<file path="src/rtl/addsub_seq.sv">
// Multi-cycle two's-complement adder/subtractor.
// Processes CHUNK bits per clock, LSB slice first, and ripples the carry between slices.
// Valid/ready handshakes on both sides; signed overflow flag with optional saturation.

module addsub_seq #(
    parameter int unsigned WIDTH = 16,
    parameter int unsigned CHUNK = 4
) (
    input  logic             clk,
    input  logic             rst,
    input  logic             in_valid,
    output logic             in_ready,
    input  logic [WIDTH-1:0] a,
    input  logic [WIDTH-1:0] b,
    input  logic             mode,
    input  logic             sat,
    output logic             out_valid,
    input  logic             out_ready,
    output logic [WIDTH-1:0] sum,
    output logic             carry,
    output logic             overflow
);

    localparam int unsigned N    = WIDTH / CHUNK;
    localparam int unsigned CntW = (N > 1) ? $clog2(N) : 1;

    localparam logic [CntW-1:0]  LastCnt = CntW'(N - 1);
    localparam logic [WIDTH-1:0] SatPos  = {1'b0, {(WIDTH - 1){1'b1}}};
    localparam logic [WIDTH-1:0] SatNeg  = {1'b1, {(WIDTH - 1){1'b0}}};

    typedef enum logic [1:0] {
        StIdle,
        StRun,
        StDone
    } state_e;

    state_e state_q, state_d;

    // Operands are shifted right one slice per RUN cycle so the active slice is always at [CHUNK-1:0].
    logic [WIDTH-1:0] a_q, a_d;
    logic [WIDTH-1:0] b_q, b_d;
    logic             c_q, c_d;
    logic             sat_q, sat_d;
    logic             a_msb_q, a_msb_d;
    logic [CntW-1:0]  cnt_q, cnt_d;
    // Partial result: each new slice enters at the top and everything shifts down one slice.
    logic [WIDTH-1:0] acc_q, acc_d;

    logic [WIDTH-1:0] sum_q, sum_d;
    logic             carry_q, carry_d;
    logic             ovf_q, ovf_d;

    logic [CHUNK-1:0] slice_a;
    logic [CHUNK-1:0] slice_b;
    logic [CHUNK-1:0] slice_s;
    logic             slice_cout;
    logic             slice_cmsb;
    logic             slice_ovf;
    logic [WIDTH-1:0] acc_next;

    assign slice_a = a_q[CHUNK-1:0];
    assign slice_b = b_q[CHUNK-1:0];

    // Bit-level ripple across the current slice; also exposes the carry into the slice MSB.
    always_comb begin
        logic rc;
        rc         = c_q;
        slice_s    = '0;
        slice_cmsb = c_q;
        for (int i = 0; i < int'(CHUNK); i++) begin
            if (i == int'(CHUNK) - 1) begin
                slice_cmsb = rc;
            end
            slice_s[i] = slice_a[i] ^ slice_b[i] ^ rc;
            rc         = (slice_a[i] & slice_b[i]) | (slice_a[i] & rc) | (slice_b[i] & rc);
        end
        slice_cout = rc;
    end

    // Only meaningful on the last slice, where the slice MSB is bit WIDTH-1.
    assign slice_ovf = slice_cmsb ^ slice_cout;
    assign acc_next  = WIDTH'({slice_s, acc_q} >> CHUNK);

    // Next-state logic for the control FSM and the datapath registers.
    always_comb begin
        state_d = state_q;
        a_d     = a_q;
        b_d     = b_q;
        c_d     = c_q;
        sat_d   = sat_q;
        a_msb_d = a_msb_q;
        cnt_d   = cnt_q;
        acc_d   = acc_q;
        sum_d   = sum_q;
        carry_d = carry_q;
        ovf_d   = ovf_q;

        unique case (state_q)
            StIdle: begin
                if (in_valid) begin
                    // Subtraction is a + ~b + 1: invert b here and inject the +1 as carry-in.
                    a_d     = a;
                    b_d     = b ^ {WIDTH{mode}};
                    c_d     = mode;
                    sat_d   = sat;
                    a_msb_d = a[WIDTH-1];
                    cnt_d   = '0;
                    acc_d   = '0;
                    state_d = StRun;
                end
            end
            StRun: begin
                a_d   = a_q >> CHUNK;
                b_d   = b_q >> CHUNK;
                c_d   = slice_cout;
                acc_d = acc_next;
                cnt_d = cnt_q + 1'b1;
                if (cnt_q == LastCnt) begin
                    carry_d = slice_cout;
                    ovf_d   = slice_ovf;
                    // Overflow direction follows the sign of a for both add and subtract.
                    if (sat_q && slice_ovf) begin
                        sum_d = a_msb_q ? SatNeg : SatPos;
                    end else begin
                        sum_d = acc_next;
                    end
                    state_d = StDone;
                end
            end
            StDone: begin
                if (out_ready) begin
                    state_d = StIdle;
                end
            end
            default: begin
                state_d = StIdle;
            end
        endcase
    end

    // State and datapath registers with synchronous reset; reset aborts any operation in flight.
    always_ff @(posedge clk) begin
        if (rst) begin
            state_q <= StIdle;
            a_q     <= '0;
            b_q     <= '0;
            c_q     <= 1'b0;
            sat_q   <= 1'b0;
            a_msb_q <= 1'b0;
            cnt_q   <= '0;
            acc_q   <= '0;
            sum_q   <= '0;
            carry_q <= 1'b0;
            ovf_q   <= 1'b0;
        end else begin
            state_q <= state_d;
            a_q     <= a_d;
            b_q     <= b_d;
            c_q     <= c_d;
            sat_q   <= sat_d;
            a_msb_q <= a_msb_d;
            cnt_q   <= cnt_d;
            acc_q   <= acc_d;
            sum_q   <= sum_d;
            carry_q <= carry_d;
            ovf_q   <= ovf_d;
        end
    end

    // in_ready is masked by rst so nothing is offered while reset is held.
    assign in_ready  = (state_q == StIdle) && !rst;
    assign out_valid = (state_q == StDone);
    assign sum       = sum_q;
    assign carry     = carry_q;
    assign overflow  = ovf_q;

endmodule
</file>
<file path="config.mk">
export PLATFORM = sky130hd
export DESIGN_NAME = addsub_seq
export DESIGN_NICKNAME = d
export VERILOG_FILES = /design/src/rtl/addsub_seq.sv
export SDC_FILE = /design/constraint.sdc
export NUM_CORES = 1
export LEC_CHECK = 0
export BUFFER_PORTS_ARGS = -buffer_cell sky130_fd_sc_hd__buf_2
export CAP_MARGIN = 5
export CORE_MARGIN = 4
export CORE_UTILIZATION = 55
export CTS_CLUSTER_SIZE = 24
export DETAILED_ROUTE_END_ITERATION = 10
export GPL_ROUTABILITY_DRIVEN = 0
export HOLD_SLACK_MARGIN = 0.02
export PLACE_DENSITY = 0.79
export SLEW_MARGIN = 20
export SYNTH_ARGS = -nofsm -noshare
export SYNTH_HDL_FRONTEND = slang
export SYNTH_SLANG_ARGS = --single-unit
</file>
<file path="constraint.sdc">
create_clock -name clk -period 3.1 [get_ports clk]
set_input_delay 0.465 -clock clk [delete_from_list [all_inputs] [get_ports clk]]
set_output_delay 0.465 -clock clk [all_outputs]
set_load 0.1 [all_outputs]
</file>
==> results.toml, run 1 <==
[run_status]
status = "finished, final reports clean"

[power]
seq_power_share_pct = 47.3
p_total_mw = 2.03
power.leakage_nw = 1.42
intPower_mw = 1.53
worst_ir_drop_vdd_v = 0.000457
powerDensity_nw_per_um2 = 572
switching_share_pct = 24.9
pwr-share-comb_pct = 12.5
switchingPower_mw = 0.507
p_clk_share_pct = 40.2

[grt]
grt_use_total_pct = 19.9
antenna_found_initial = 0
grt_pass1_vias = 2419
use_met2_pct = 33.1
busiest_layer = "met2"
overflow = 0
grtUsageMet3_pct = 6.55
grt_use_met1_pct = 24.2
grt_first_pass_wirelength_um = 11300
grt_max_degree = 61

[finish]
post-route-util_pct = 65.0
drive_gt1_share_pct = 22.0
design_area_um2 = 3560
insertedDiodeCount = 0
instances_no_fill = 463
nNetsFinal = 429
synthToLayoutAreaGrowth_pct = 15.2
fillers = 520

[logic_synthesis]
synthTopCellsByCount = "69 x dfxtp_1, 40 x nand2_1, 32 x nor2_1"
synth_ff_type = "dfxtp_1"
syn_avg_cell_area_um2 = 9.03
yosysTopAreaCellShare_pct = 44.7
ys_ff_latch = 69
yosys.area.top_type = "dfxtp_1"
synthCells = 342
synth_edf_count = 0
post-synth-top-count-cell = "dfxtp_1"
synth_seq_area_share_pct = 44.7
synth.net_count = 385
yosysUniqueCellTypes = 39
syn_area_um2 = 3090
ys_top_cells_by_area = "dfxtp_1 45%, nand2_1 4.9%, xor2_1 4.8%"
async_flop_share_pct = 0
synth_warnings = 0

[sta]
setup_viol = 0
timing.fmax_ghz = 0.343
setup-tns-final_ns = 0
setup_ws_ns = 0.182
grt_setup_unrepaired = "false"
whs_ns = 0.374
worst_pin_slew_ns = 0.857
post-route-period-util_pct = 94.1
slew-limit-headroom_pct = 42.6
timing_max_transition_violations_final = 0
skew_ns = 0.00660
hold_viol_final = 0
min_period_ns = 2.92

[placement]
dp_hpwl_um = 4470
preCtsSetupSlack_ns = 0.169
placed_area_um2 = 3320
io_buffers = 57
numPlacedInstances = 447

[floorplan]
die_area_um2 = 6880
start_util_pct = 56.4
die_w_um = 82.9
io_pins = 58
die-height_um = 82.9
row_count = 27
core_um2 = 5470

[routing]
firstDrtPassIters = 4
initialDrtViolationCount = 188
drc = 0
vias = 2545
vias_per_cell = 5.50
ant_nets = 0
wl_per_cell_um = 14.4
wirelength_um = 6670

[setup_path]
worst-setup-path-type = "reg -> reg"
crit_path_start_kind = "flop"
reg2reg_depth = 9
critPathArrivalTime_ns = 3.16
end_kind = "flop"
worstPathRequired_ns = 3.34
crit_fanout = 10

[clock_network]
cts_tree = "yes"
cts_setup_buffers = 0
numCtsBuffers = 9
clkLatencyLatePin_ns = 0.34
clk_pin_slew_worst_paths_ns = 0.07
cts.hold.buffers_added = 0
cts_root_buf = "clkbuf_8"
clockBufferDepth = 2
h-tree-depth = 3
clkSinkCount = 69

[run]
maxCapViolCount = 0

[min_path]
hold_depth = 3
hold_class = "in -> reg"
[worst paths after layout]
| path | startpoint | slack [ns] | end |
|---|---|---|---|
| min | sat | 0.37 | sat_q |
| max | a_q[0] | 0.18 | sum[15] |
| max reg2reg | a_q[0] | 0.18 | sum[15] |
| min reg2reg | b_q[2] | 0.46 | b_q[2] |
[placed cells by master, fill, tap and decap left out, types with 2 or more instances in the layout]
cell,netlist,routed
dfxtp_1,69,69
buf_2,8,57
nand2_1,40,40
nor2_1,32,32
a21oi_1,24,24
a22oi_1,19,19
xor2_1,17,17
o21ai_0,15,15
nand3_1,13,13
a311oi_1,12,12
o2bb2ai_1,12,12
clkbuf_8,1,11
inv_1,10,10
nand3b_1,9,9
a211oi_1,8,8
buf_4,5,6
nand2b_1,5,5
fa_1,4,4
nor2b_1,3,3
a21boi_0,3,3
a311o_1,2,2
bufinv_16,0,2
clkinv_2,0,2
[state kept, by name (all words and copies together) (netlist names)]
name,flops
cnt_q,2
state_q,2
b_q,16
c_q,1
sum,16
overflow,1
a_msb_q,1
sat_q,1
carry,1
acc_q,12
a_q,16
[timing repair]
| item | 4_1_cts | 5_1_grt |
|---|---|---|
| gates resized for setup | 0 | 1 |
| setup endpoints to repair | 0 | 5 |
| endpoints found under the hold margin | 0 | 0 |
[layer usage]
layer  routed length (um)  part of all wire, %  up-vias
met5                    0                    0        -
met4                   89                  1.3        0
met3                  363                  5.4        8
met2                 3290                   49       57
met1                 2930                   44     1186
li1                     -                    -     1294
[power groups by stage]
stage	logic [mW]	registers [mW]	clock network (mW)
floorplan	0.196	0.973	0
global placement	0.247	0.979	0
detailed placement	0.252	0.981	0
CTS	0.254	0.962	0.833
global route	0.286	0.967	0.873
finish	0.254	0.962	0.817
[area by class of cell]
class | count | area [um2] | area share (%)
clock buffers | 12 | 155 | 4.36
clock inverters | 4 | 70.1 | 1.97
inverters | 10 | 37.5 | 1.06
multi-input cells | 233 | 1490 | 41.9
flip-flops and latches | 69 | 1380 | 38.8
well taps | 72 | 90.1 | 2.53
repair buffers | 63 | 330 | 9.29
[worst max-delay path, cell delays in order, from the launching register on]
cell and delay [ns]:
dfxtp_1 0.37, fa_1 0.19, inv_1 0.05, fa_1 0.38
fa_1 0.45, fa_1 0.48, xor2_1 0.22, buf_4 0.20
a311o_1 0.36, o32ai_1 0.12
[kinds of logic (layout without fill, tap and decap cells)]
logic type                 after synthesis  after routing  synth area share [%]
xor gates and xnor gates                18             18                  5.11
AOI/OAI and AO/OA                      102            102                  23.1
buffers and inverters                   40             89                  7.17
adders and majority gates                5              5                  3.00
and+or+nand+nor                        107            107                  16.5
DFF                                     69             69                  44.7
muxes                                    1              1                 0.324
(Power assumes the default switching activity.)
==> run 2, diff against run 1 <==
--- a/config.mk
+++ b/config.mk
@@ -8,13 +8,14 @@
 export BUFFER_PORTS_ARGS = -buffer_cell sky130_fd_sc_hd__buf_2
 export CAP_MARGIN = 5
 export CORE_MARGIN = 4
-export CORE_UTILIZATION = 55
+export CORE_UTILIZATION = 50
 export CTS_CLUSTER_SIZE = 24
 export DETAILED_ROUTE_END_ITERATION = 10
 export GPL_ROUTABILITY_DRIVEN = 0
 export HOLD_SLACK_MARGIN = 0.02
-export PLACE_DENSITY = 0.79
+export PLACE_DENSITY = 0.76
 export SLEW_MARGIN = 20
 export SYNTH_ARGS = -nofsm -noshare
 export SYNTH_HDL_FRONTEND = slang
 export SYNTH_SLANG_ARGS = --single-unit
+export TNS_END_PERCENT = 100
==> constraint.sdc (replaced) <==
create_clock -name clk -period 2.4 [get_ports clk]
set_input_delay 0.36 -clock clk [delete_from_list [all_inputs] [get_ports clk]]
set_output_delay 0.36 -clock clk [all_outputs]
set_load 0.1 [all_outputs]
==> run 2 against run 1 <==
The flow now finishes with violations (setup timing). Combinational power grew 40%. Clock skew shrank 0.0019 ns. Utilization shrank 3.4 points. Via count grew 1.2%. Maximum frequency grew 15%. Flip-flop and latch count is the same. Sequential share of layout area shrank 1.1 points. Worst hold slack lost 0.12 ns. Final cell count grew 2.6%. Sequential power grew 30%. Critical path depth shrank 1.
==> results.toml, run 2 (same netlist as run 1, synthesis figures left out) <==
[setup_path]
worst-setup-path-type = "reg -> reg"
worstReg2RegEnd = "sum[11]"
crit_chain = "fa_1, inv_1, fa_2, fa_2, fa_2, xor2_4, a311o_2, o21ai_1"
setup.worst_path.end = "sum[11]"
critPathSlowestCell = "fa_2"
critPathMostFrequentCell = "fa_2"
reg2reg_depth = 8
crit_fanout = 8
end_kind = "flop"
worst-r2r-setup-slack_ns = -0.14
rr_startpoint = "a_q[0]"
worstPathRequired_ns = 2.68
max_stage_delay_ns = 0.43
crit_path_start_kind = "flop"
crit_path_start = "a_q[0]"
critPathArrivalTime_ns = 2.82

[routing]
vias = 2575
wl_per_cell_um = 14.1
wirelength_um = 6710
drc = 0
ant_nets = 0
initialDrtViolationCount = 98
firstDrtPassIters = 4
vias_per_cell = 5.42

[sta]
setup_ws_ns = -0.141
setup_viol = 16
timing_max_transition_violations_final = 0
setup-tns-final_ns = -1.75
grt_setup_unrepaired = "true"
whs_ns = 0.251
skew_ns = 0.00467
hold_viol_final = 0
post-route-period-util_pct = 106
timing.fmax_ghz = 0.394
worst_pin_slew_ns = 0.690
min_period_ns = 2.54
slew-limit-headroom_pct = 53.8

[min_path]
hold_class = "in -> reg"

[placement]
placed_area_um2 = 3430
dp_hpwl_um = 4520
numPlacedInstances = 457
preCtsSetupSlack_ns = -0.196
io_buffers = 57

[floorplan]
die-height_um = 86.6
die_area_um2 = 7500
core_um2 = 5960
die_w_um = 86.6
start_util_pct = 51.8
io_pins = 58
row_count = 28

[finish]
fillers = 527
design_area_um2 = 3670
instances_no_fill = 475
layout_common_cells = "66 x dfxtp_1, 56 x buf_2, 40 x nand2_1"
nNetsFinal = 438
drive_gt1_share_pct = 26.3
synthToLayoutAreaGrowth_pct = 18.8
post-route-util_pct = 61.6
insertedDiodeCount = 0
mostFrequentLayoutCell = "dfxtp_1"

[clock_network]
clockBufferDepth = 2
clkSinkCount = 69
cts_root_buf = "clkbuf_8"
h-tree-depth = 3
clk_pin_slew_worst_paths_ns = 0.07
clkLatencyLatePin_ns = 0.35
numCtsBuffers = 9
cts.hold.buffers_added = 0
cts_tree = "yes"

[power]
worst_ir_drop_vdd_v = 0.000420
power.leakage_nw = 1.45
powerDensity_nw_per_um2 = 666
p_total_mw = 2.45

[grt]
grt_max_degree = 34
overflow = 0
antenna_found_initial = 0
grt_first_pass_wirelength_um = 11400
grt_use_total_pct = 19.6
grt_pass1_vias = 2476

[run]
maxCapViolCount = 0

[run_status]
status = "finished, violations left"
violations = "setup timing"
run 2: worst max-delay path, delay by kind of cell (launching register included):
family	cells	cell delay, ns
buffers and inverters	1	0.05
adder cells (fa/ha/maj)	4	1.32
flip-flops	1	0.35
XOR/XNOR	1	0.19
AO/OA/AOI/OAI	2	0.56
run 2: timing repair:
action / 4_1_cts / 5_1_grt
pin swaps: 5 / 8
buffers inserted: 1 / 1
endpoints found under the setup margin: 17 / 16
gates resized for setup: 7 / 8
run 2: report_power, final:
group          leakage [nW]  total [mW]  internal (mW)  switching (mW)
Clock                0.0877       0.844          0.432           0.412
Combinational         0.799       0.355          0.153           0.202
Sequential            0.564        1.25           1.20          0.0433
Total                  1.45        2.45           1.79           0.657
run 2: final cells by class:
cell class | instances | area (um2) | share of cell area, %
clock buffer | 15 | 166 | 4.53
clock inverter | 1 | 5.00 | 0.136
inverter | 10 | 37.5 | 1.02
multi-input combinational | 233 | 1570 | 42.7
sequential | 69 | 1390 | 37.7
tap | 75 | 93.8 | 2.56
timing repair buffer | 72 | 417 | 11.4
run 2: per-layer routing:
metal	vias up	GRT usage [%]	routed length, um
met1	1189	24.2	2890
li1	1306	-	-
met3	11	6.84	378
met5	-	0	0
met4	0	7.65	116
met2	69	31.4	3330
run 2: how the worst min path moves through the flow:
stage / from / end / cells past startpoint
floorplan: b_q[1] / b_q[1] / 1
global placement: b_q[5] / b_q[5] / 1
detailed placement: b_q[7] / b_q[7] / 1
CTS: sat / sat_q / 3
global route: rst / b_q[13] / 2
finish: sat / sat_q / 3
==> run 3, diff against run 2 <==
--- a/config.mk
+++ b/config.mk
@@ -8,12 +8,12 @@
 export BUFFER_PORTS_ARGS = -buffer_cell sky130_fd_sc_hd__buf_2
 export CAP_MARGIN = 5
 export CORE_MARGIN = 4
-export CORE_UTILIZATION = 50
+export CORE_UTILIZATION = 40
 export CTS_CLUSTER_SIZE = 24
 export DETAILED_ROUTE_END_ITERATION = 10
 export GPL_ROUTABILITY_DRIVEN = 0
 export HOLD_SLACK_MARGIN = 0.02
-export PLACE_DENSITY = 0.76
+export PLACE_DENSITY = 0.65
 export SLEW_MARGIN = 20
 export SYNTH_ARGS = -nofsm -noshare
 export SYNTH_HDL_FRONTEND = slang
==> run 3 against run 2 <==
The run still ends with setup timing left. Clock-buffer cell count shrank 6. Register-to-register slack worse by 0.09 ns. Via count grew 0.47%. Highest routed layer unchanged. Worst setup slack lost 0.092 ns. Largest power group unchanged. Sequential power about the same. Flip-flop and latch count unchanged.
==> results.toml, run 3 (same netlist as run 1, synthesis figures left out) <==
[run_status]
status = "finished, violations left"
violations = "setup timing"

[floorplan]
core_um2 = 7370
row_count = 31
die_area_um2 = 9190
die_w_um = 95.9
start_util_pct = 41.9
io_pins = 58
die-height_um = 95.9

[power]
powerDensity_nw_per_um2 = 740
power.leakage_nw = 1.52
p_total_mw = 2.86
worst_ir_drop_vdd_v = 0.000494

[finish]
mostFrequentLayoutCell = "dfxtp_1"
drive_gt1_share_pct = 30.3
fillers = 703
insertedDiodeCount = 0
instances_no_fill = 501
design_area_um2 = 3860
layout_common_cells = "67 x dfxtp_1, 56 x buf_2, 40 x nand2_1"
synthToLayoutAreaGrowth_pct = 25.1
multiInputGateArea_um2 = 1600
nNetsFinal = 440
post-route-util_pct = 52.4
seqCellArea_um2 = 1380

[routing]
ant_nets = 0
initialDrtViolationCount = 92
wl_per_cell_um = 14.0
vias = 2587
wirelength_um = 7020
firstDrtPassIters = 4
drc = 0
vias_per_cell = 5.16

[min_path]
hold_class = "in -> reg"

[setup_path]
rr_startpoint = "c_q"
end_kind = "flop"
worst-setup-path-type = "reg -> reg"
crit_path_start = "c_q"
crit_fanout = 6
critPathArrivalTime_ns = 2.89
worst-r2r-setup-slack_ns = -0.23
reg2reg_depth = 9
setup.worst_path.end = "sum[15]"
worstPathRequired_ns = 2.65
worstReg2RegEnd = "sum[15]"
crit_path_start_kind = "flop"

[grt]
grt_pass1_vias = 2393
grt_first_pass_wirelength_um = 11300
antenna_found_initial = 0
overflow = 0
grt_max_degree = 33
grt_use_total_pct = 15.7

[clock_network]
clk_pin_slew_worst_paths_ns = 0.07
cts_root_buf = "clkbuf_8"
cts_tree = "yes"
clockBufferDepth = 2
numCtsBuffers = 9
h-tree-depth = 3
cts.hold.buffers_added = 0
clkLatencyLatePin_ns = 0.34
clkSinkCount = 69

[sta]
skew_ns = 0.00959
timing_max_transition_violations_final = 0
grt_setup_unrepaired = "true"
slew-limit-headroom_pct = 58.6
setup_ws_ns = -0.234
hold_viol_final = 0
setup_viol = 17
post-route-period-util_pct = 110
min_period_ns = 2.63
setup-tns-final_ns = -2.48
worst_pin_slew_ns = 0.621
whs_ns = 0.266
timing.fmax_ghz = 0.380

[placement]
numPlacedInstances = 482
dp_hpwl_um = 4730
io_buffers = 57
placed_area_um2 = 3470
preCtsSetupSlack_ns = -0.163

[run]
maxCapViolCount = 0
[run 3: worst max-delay path, stage by stage, from the launching register on]
cell     delay, ns
dfxtp_1       0.35
fa_2          0.20
inv_2         0.04
fa_2          0.34
fa_2          0.40
fa_2          0.43
xor2_4        0.20
buf_6         0.14
a311o_1       0.36
o32ai_2       0.10
[run 3: area by class of cell]
class	count	area share, %
multi-input combinational	233	41.4
tap	99	3.21
timing repair buffer	74	11.9
clock buffer	9	3.21
sequential	69	35.8
clock inverter	7	3.56
inverter	10	0.972
[run 3: per-layer routing]
metal / vias up / part of all wire, % / global-route usage, %
met5: - / 0 / 0
li1: 1309 / - / -
met2: 57 / 48 / 26.3
met4: 0 / 2.0 / 5.09
met1: 1207 / 46 / 19.9
met3: 14 / 4.6 / 3.60
[run 3: power by group]
| group | leakage (nW) | internal, mW | switching (mW) |
|---|---|---|---|
| clock network | 0.129 | 0.791 | 0.440 |
| registers | 0.564 | 1.20 | 0.0429 |
| logic | 0.826 | 0.166 | 0.215 |
| total | 1.52 | 2.16 | 0.697 |
[run 3: worst min-delay path by stage]
stage | endpoint | depth (start not counted) | slack, ns | startpoint
finish | sat_q | 3 | 0.27 | sat
global placement | b_q[11] | 1 | 0.45 | b_q[11]
detailed placement | b_q[5] | 1 | 0.45 | b_q[5]
floorplan | b_q[1] | 1 | 0.43 | b_q[1]
global route | sat_q | 3 | 0.26 | sat
CTS | sat_q | 3 | 0.25 | sat
[run 3: what timing repair did]
action                                  CTS  global route
setup buffers                             1             2
endpoints found under the setup margin   17            18
resized for setup                         1            27
pin swaps                                 0            11
